**src/rtl/aes_block_loader.sv**
```systemverilog
// Byte-serial loader/unloader that frames key and plaintext for an iterative AES-128 core.
// Defining AES_LOADER_KEY_REUSE_EN adds s_newkey so a frame may reuse the stored key.
module aes_block_loader #(
    parameter int unsigned CORE_LATENCY = 11
) (
    input  logic         clk,
    input  logic         reset,
    input  logic [7:0]   s_data,
    input  logic         s_valid,
    output logic         s_ready,
`ifdef AES_LOADER_KEY_REUSE_EN
    input  logic         s_newkey,
`endif
    output logic [127:0] core_key,
    output logic [127:0] core_data,
    output logic         core_reset,
    input  logic [127:0] core_cipher,
    output logic [7:0]   m_data,
    output logic         m_valid,
    input  logic         m_ready
);

    typedef enum logic [1:0] {StLoadKey, StLoadData, StRun, StUnload} state_e;

    localparam logic [7:0] RunLast = 8'(CORE_LATENCY - 1);

    state_e       r_state;
    state_e       w_state_next;
    logic [127:0] r_key;
    logic [127:0] r_data;
    logic [127:0] r_shift;
    logic [3:0]   r_byte_cnt;
    logic [7:0]   r_run_cnt;
    logic         w_s_fire;
    logic         w_m_fire;
    logic         w_key_byte;
    logic         w_byte_last;
    logic         w_run_done;

    assign w_s_fire    = s_valid & s_ready;
    assign w_m_fire    = m_valid & m_ready;
    assign w_byte_last = (r_byte_cnt == 4'd15);
    assign w_run_done  = (r_run_cnt == RunLast);

`ifdef AES_LOADER_KEY_REUSE_EN
    // Only the first byte of a frame can divert straight to plaintext.
    assign w_key_byte = (r_byte_cnt != 4'd0) | s_newkey;
`else
    assign w_key_byte = 1'b1;
`endif

    always_ff @(posedge clk or posedge reset) begin
        if (reset) begin
            r_state <= StLoadKey;
        end else begin
            r_state <= w_state_next;
        end
    end

    always_comb begin
        w_state_next = r_state;
        unique case (r_state)
            StLoadKey: begin
                if (w_s_fire && (!w_key_byte || w_byte_last)) begin
                    w_state_next = StLoadData;
                end
            end
            StLoadData: begin
                if (w_s_fire && w_byte_last) begin
                    w_state_next = StRun;
                end
            end
            StRun: begin
                if (w_run_done) begin
                    w_state_next = StUnload;
                end
            end
            StUnload: begin
                if (w_m_fire && w_byte_last) begin
                    w_state_next = StLoadKey;
                end
            end
            default: w_state_next = StLoadKey;
        endcase
    end

    always_comb begin
        s_ready    = (r_state == StLoadKey) || (r_state == StLoadData);
        m_valid    = (r_state == StUnload);
        core_reset = (r_state != StRun);
        m_data     = r_shift[127:120];
        core_key   = r_key;
        core_data  = r_data;
    end

    always_ff @(posedge clk or posedge reset) begin
        if (reset) begin
            r_key      <= '0;
            r_data     <= '0;
            r_shift    <= '0;
            r_byte_cnt <= '0;
            r_run_cnt  <= '0;
        end else begin
            unique case (r_state)
                StLoadKey: begin
                    if (w_s_fire) begin
                        if (w_key_byte) begin
                            r_key <= {r_key[119:0], s_data};
                        end else begin
                            r_data <= {r_data[119:0], s_data};
                        end
                        r_byte_cnt <= r_byte_cnt + 4'd1;
                    end
                end
                StLoadData: begin
                    if (w_s_fire) begin
                        r_data     <= {r_data[119:0], s_data};
                        r_byte_cnt <= r_byte_cnt + 4'd1;
                    end
                end
                StRun: begin
                    if (w_run_done) begin
                        r_shift   <= core_cipher;
                        r_run_cnt <= '0;
                    end else begin
                        r_run_cnt <= r_run_cnt + 8'd1;
                    end
                end
                StUnload: begin
                    // Zero fill leaves m_data back at 0 once the frame drains.
                    if (w_m_fire) begin
                        r_shift    <= {r_shift[119:0], 8'h00};
                        r_byte_cnt <= r_byte_cnt + 4'd1;
                    end
                end
                default: ;
            endcase
        end
    end

endmodule

```
**config.mk**
```make
export PLATFORM = sky130hd
export DESIGN_NAME = aes_block_loader
export DESIGN_NICKNAME = d
export VERILOG_FILES = /design/src/rtl/aes_block_loader.sv
export SDC_FILE = /design/constraint.sdc
export NUM_CORES = 1
export LEC_CHECK = 0
export ABC_CLOCK_PERIOD_IN_PS = 24200
export CORE_UTILIZATION = 53
export DETAILED_ROUTE_END_ITERATION = 10
export PLACE_DENSITY = 0.85
export SLEW_MARGIN = 20
export SYNTH_ARGS = -nofsm -noshare
export SYNTH_HDL_FRONTEND = slang
export SYNTH_SLANG_ARGS = --single-unit
```
**constraint.sdc**
```tcl
create_clock -name clk -period 24.2 [get_ports clk]
set_input_delay 7.26 -clock clk [delete_from_list [all_inputs] [get_ports clk]]
set_output_delay 7.26 -clock clk [all_outputs]
set_load 0.005 [all_outputs]
```
; ---- After elaboration in Yosys (flattened, before gate mapping)
; Index checks and enable logic that the tools add are counted.
[totals]
regBits = 398
ramBits = 0
mem_bits_ro = 0
elab_cells = 46
inputBits = 140
mem_count = 0
latch_bits = 0
[op_classes]
n_div = 0
order_cmp = 0
muxes = 12
bitwise_logic = 2
shift = 0
n_addsub = 2
mul = 0
reduce_logical = 12
eq_ne = 12
[op_table]
columns = operator, count
row1 = $mux 128, 2
row2 = $pmux 128 s2, 1
row3 = $add 8x1->8 const B, 1
row4 = $eq 8x4->1 const B, 1
row5 = $mux 2, 4
row6 = $mux 4, 2
row7 = $mux 8, 1
row8 = $ne 2x2->1 const B, 4
row9 = $pmux 2 s4, 1
row10 = $pmux 4 s2, 1
row11 = $ne 2x1->1 const B, 3
row12 = $reduce_and 3->1, 2
row13 = $add 4x1->4 const B, 1
row14 = $eq 2x2->1 const B, 2
row15 = $eq 4x4->1 const B, 1
row16 = $reduce_and 2->1, 2
row17 = $reduce_and 4->1, 1
row18 = $reduce_bool 2->1, 2
row19 = $and 1x1->1, 2
row20 = $eq 2x1->1 const B, 1
row21 = $logic_and 1x1->1, 2
row22 = $logic_not 2->1, 1
row23 = $reduce_or 2->1, 1
row24 = $logic_or 1x1->1, 1

; ---- Logic depth before layout (Yosys ltp)
[depth]
word_depth = 6
ltp_mapped = 7
depth_no_buf = 6

; ---- Least setup slack after synthesis
; Ideal clock, no wire load.
[synth_path]
kind = input -> register
start = in s_valid
end = reg r_data[10] (netlist: core_data[10])
path_slack_ps = 15704
stages = 4
setup_ps = 125
arrival_time_ps = 8371
path_cell_list = nand2_1 clkbuf_1 buf_1 mux2_2
[synth_between]
elab_chain_len = 2
[synth_rtl]
columns = element, line
row1 = from (decl), 9  ; input logic s_valid,
row2 = $and 1x1->1, 40  ; assign w_s_fire = s_valid & s_ready;
row3 = $reduce_and 2->1 (no line), --
row4 = to (signal assigned), 110  ; r_data <= {r_data[119:0], s_data};
row5 = to (signal assigned), 117  ; r_data <= {r_data[119:0], s_data};
row6 = to (decl), 30  ; logic [127:0] r_data;
; Every way passes these cells.
; A chain may end at the register's enable or synchronous reset.

==> metrics <==
WP data arrival=10.08 ns; Root Buffer Master=clkbuf_16; Final Hold Fails=0; YS warnings=0; initial antenna violation count=2; post-synth top area share=60.5%; Vias/cell=5.22; clock buffer depth=3; Max stage delay on crit path=0.84 ns; vias in the first global route=10,300; die area=31,800 sq um; Num CTS Buffers=43; crit-path cells=clkdlybuf4s50_1 > inv_8 > buf_4 > buf_4; crit path kind=input port to async pin; via count=9,704; Layout Nets=1,573; post-synth cell types=32; cts repair resizes=0; leading cell type in the layout, fill and taps excluded=clkdlybuf4s50_1; initial core utilization=53.8%; Clock Latency Late Sink=0.53 ns; core area=30,600 sq um; Net Count, Synth=1,174; P&R area growth vs syn=35.5%; flops & latches, synth=398; Layout Cells excl Fill=1,859; Finished Core Util=72.9%; Worst Hold Class=flop to flop; largest net degree at the start of global routing=107; Detailed Route Iter0 Violations=341; status=finished, final reports clean; global-route wire length before repair=58,200 um; CP max-delay cell=buf_4; Critical Path Start Type=input port; placed insts=1,774; min Tclk post-route=9.55 ns; Routed WL=37,800 um; Seq/Total Area, Yosys=60.5%; Pwr Density=133 nW/um^2; final setup TNS=0 ns; Netlist Area Pre-Place=16,500 sq um; die width=178 um; Total Power Consumption=2.97 mW; IR drop worst, VDD=0.0925 mV; post-route ant nets=0; I/O Pins=407; Fin Hold WS=0.480 ns; FF+latch area=9960 sq um; area occupied by multi-input gates=6120 sq um; H-tree Lvls=2; area leader, netlist=dfrtp_1; clock sinks=398; WP buf/inv=4; final setup violation count=0; Final Slew Violations=0; routed len/inst=20.3 um; CP max FO=106; RSZ-0062 raised after global routing=false; internal power=2.09 mW; grt ovf=0; clock slew at reported path FFs=0.06 ns; Rows=64; Switch Pwr=0.879 mW; # fillers=1,940; CTS tree=yes; Syn Area/Cell=16.0 sq um; Sw Share=29.6%; combinational share of power=38.4%; Hold Buf Count CTS=0; Post-CTS Setup Inserts=0; highest clock rate=105 MHz; dpl hpwl=26,100 um; Lkg Pwr=9.82 nW; worst endpoint required time=24.73 ns; Clock Skews=0.0150 ns; CP Capture Type=async pin; CP delay by family, top=buffers and inverters; # DRC=0; most frequent cells in the layout=clkdlybuf4s50_1, mux2_2, dfrtp_1, mux2_1, clkbuf_16; max_slew headroom=35.7%; share of the clock period used by the worst path=39.5%; number of max-cap violations=0; clock share of power=23.1%; die height=178 um; cell types occupying the most area after synthesis=dfrtp_1, mux2_2, mux2_1, clkbuf_1, buf_8; I/O Buffers=406; most frequent CP cell=buf_4; gr usage total=23.6%; cell count after synthesis=1,026; GPL Wtd Cong=0.782; part of the power in registers=38.5%; first-pass detailed-route iteration total=4; layout cell share with drive strength beyond 1=33.7%; Slew @ Worst Pin=0.965 ns
## cell families (layout without fill, tap and decap cells)
| group | after synthesis | in the layout | synth area share, % |
|---|---|---|---|
| AO/OA/AOI/OAI | 16 | 16 | 0.829 |
| other | 0 | 3 | 0 |
| XOR/XNOR | 7 | 7 | 0.373 |
| adder cells (fa/ha/maj) | 8 | 8 | 0.608 |
| multiplexers | 501 | 501 | 34.3 |
| buffers and inverters | 70 | 504 | 2.52 |
| AND/OR/NAND/NOR | 26 | 26 | 0.874 |
| flip-flops | 398 | 398 | 60.5 |
## synth_stat cells
cell	n
mux2_2	399
dfrtp_1	398
mux2_1	100
clkbuf_1	42
buf_8	10
a22o_1	9
buf_4	8
ha_1	8
inv_1	6
nor2_1	6
xnor2_1	6
nand2_1	5
nand3_1	4
nand4_1	4
buf_2	2
mux2i_1	2
o21ai_0	2
a211o_1	1
a211oi_2	1
a21o_1	1
a221o_1	1
a41oi_1	1
and3_1	1
and4_1	1
buf_1	1
buf_6	1
nand2b_1	1
nand3_2	1
nor2b_1	1
nor3_1	1
nor4b_2	1
xor2_1	1
## cell type report
class | count | area share (%)
Antenna cell | 3 | 0.0337
Clock buffer | 55 | 5.30
Tap cell | 396 | 2.22
Clock inverter | 25 | 1.43
Multi-Input combinational cell | 558 | 27.4
Sequential cell | 398 | 44.7
Inverter | 6 | 0.135
Timing Repair Buffer | 418 | 18.8
## worst paths after layout
kind	from	to	slack, ns	depth (start not counted)
max reg2reg	r_state[0]$_DFFE_PP0P_	r_shift[16]$_DFFE_PP0P_	20.78	7
min reg2reg	r_shift[86]$_DFFE_PP0P_	r_shift[86]$_DFFE_PP0P_	0.48	1
min	r_shift[86]$_DFFE_PP0P_	r_shift[86]$_DFFE_PP0P_	0.48	1
max	reset	core_key[126]$_DFFE_PP0P_	14.65	4
max in group clk	r_state[0]$_DFFE_PP0P_	core_reset	14.66	4
min in group asynchronous	reset	r_shift[117]$_DFFE_PP0P_	7.29	2
## per-stage QoR
step / instance area (sq um) / setup WS, ns
after floorplan: 16500 / 5.87
after global placement: 20700 / 13.99
after detailed placement: 20700 / 13.94
after CTS: 22200 / 14.50
after global routing: 22300 / 14.17
final: 22300 / 14.65
## power by group through the flow
stage                     combinational [mW]  clock (mW)  sequential, mW
after floorplan                        0.670           0            1.11
after global placement                  1.11           0            1.13
after detailed placement                1.14           0            1.15
after CTS                               1.15       0.698            1.14
after global routing                    1.22       0.729            1.18
final                                   1.14       0.686            1.14
## sequential cells by signal, indices dropped and copies added, names as in the netlist
| name | flops |
|---|---|
| r_state | 2 |
| r_run_cnt | 8 |
| r_byte_cnt | 4 |
| core_data | 128 |
| core_key | 128 |
| r_shift | 128 |
## per-layer routing
layer | track usage [%] | part of all wire [%] | vias up
li1 | - | - | 4478
met1 | 28.9 | 40 | 4884
met2 | 39.3 | 48 | 281
met3 | 8.78 | 9.3 | 61
met4 | 6.46 | 2.2 | 0
met5 | 0 | 0 | -
No activity file was read; power rests on OpenSTA's default activity.
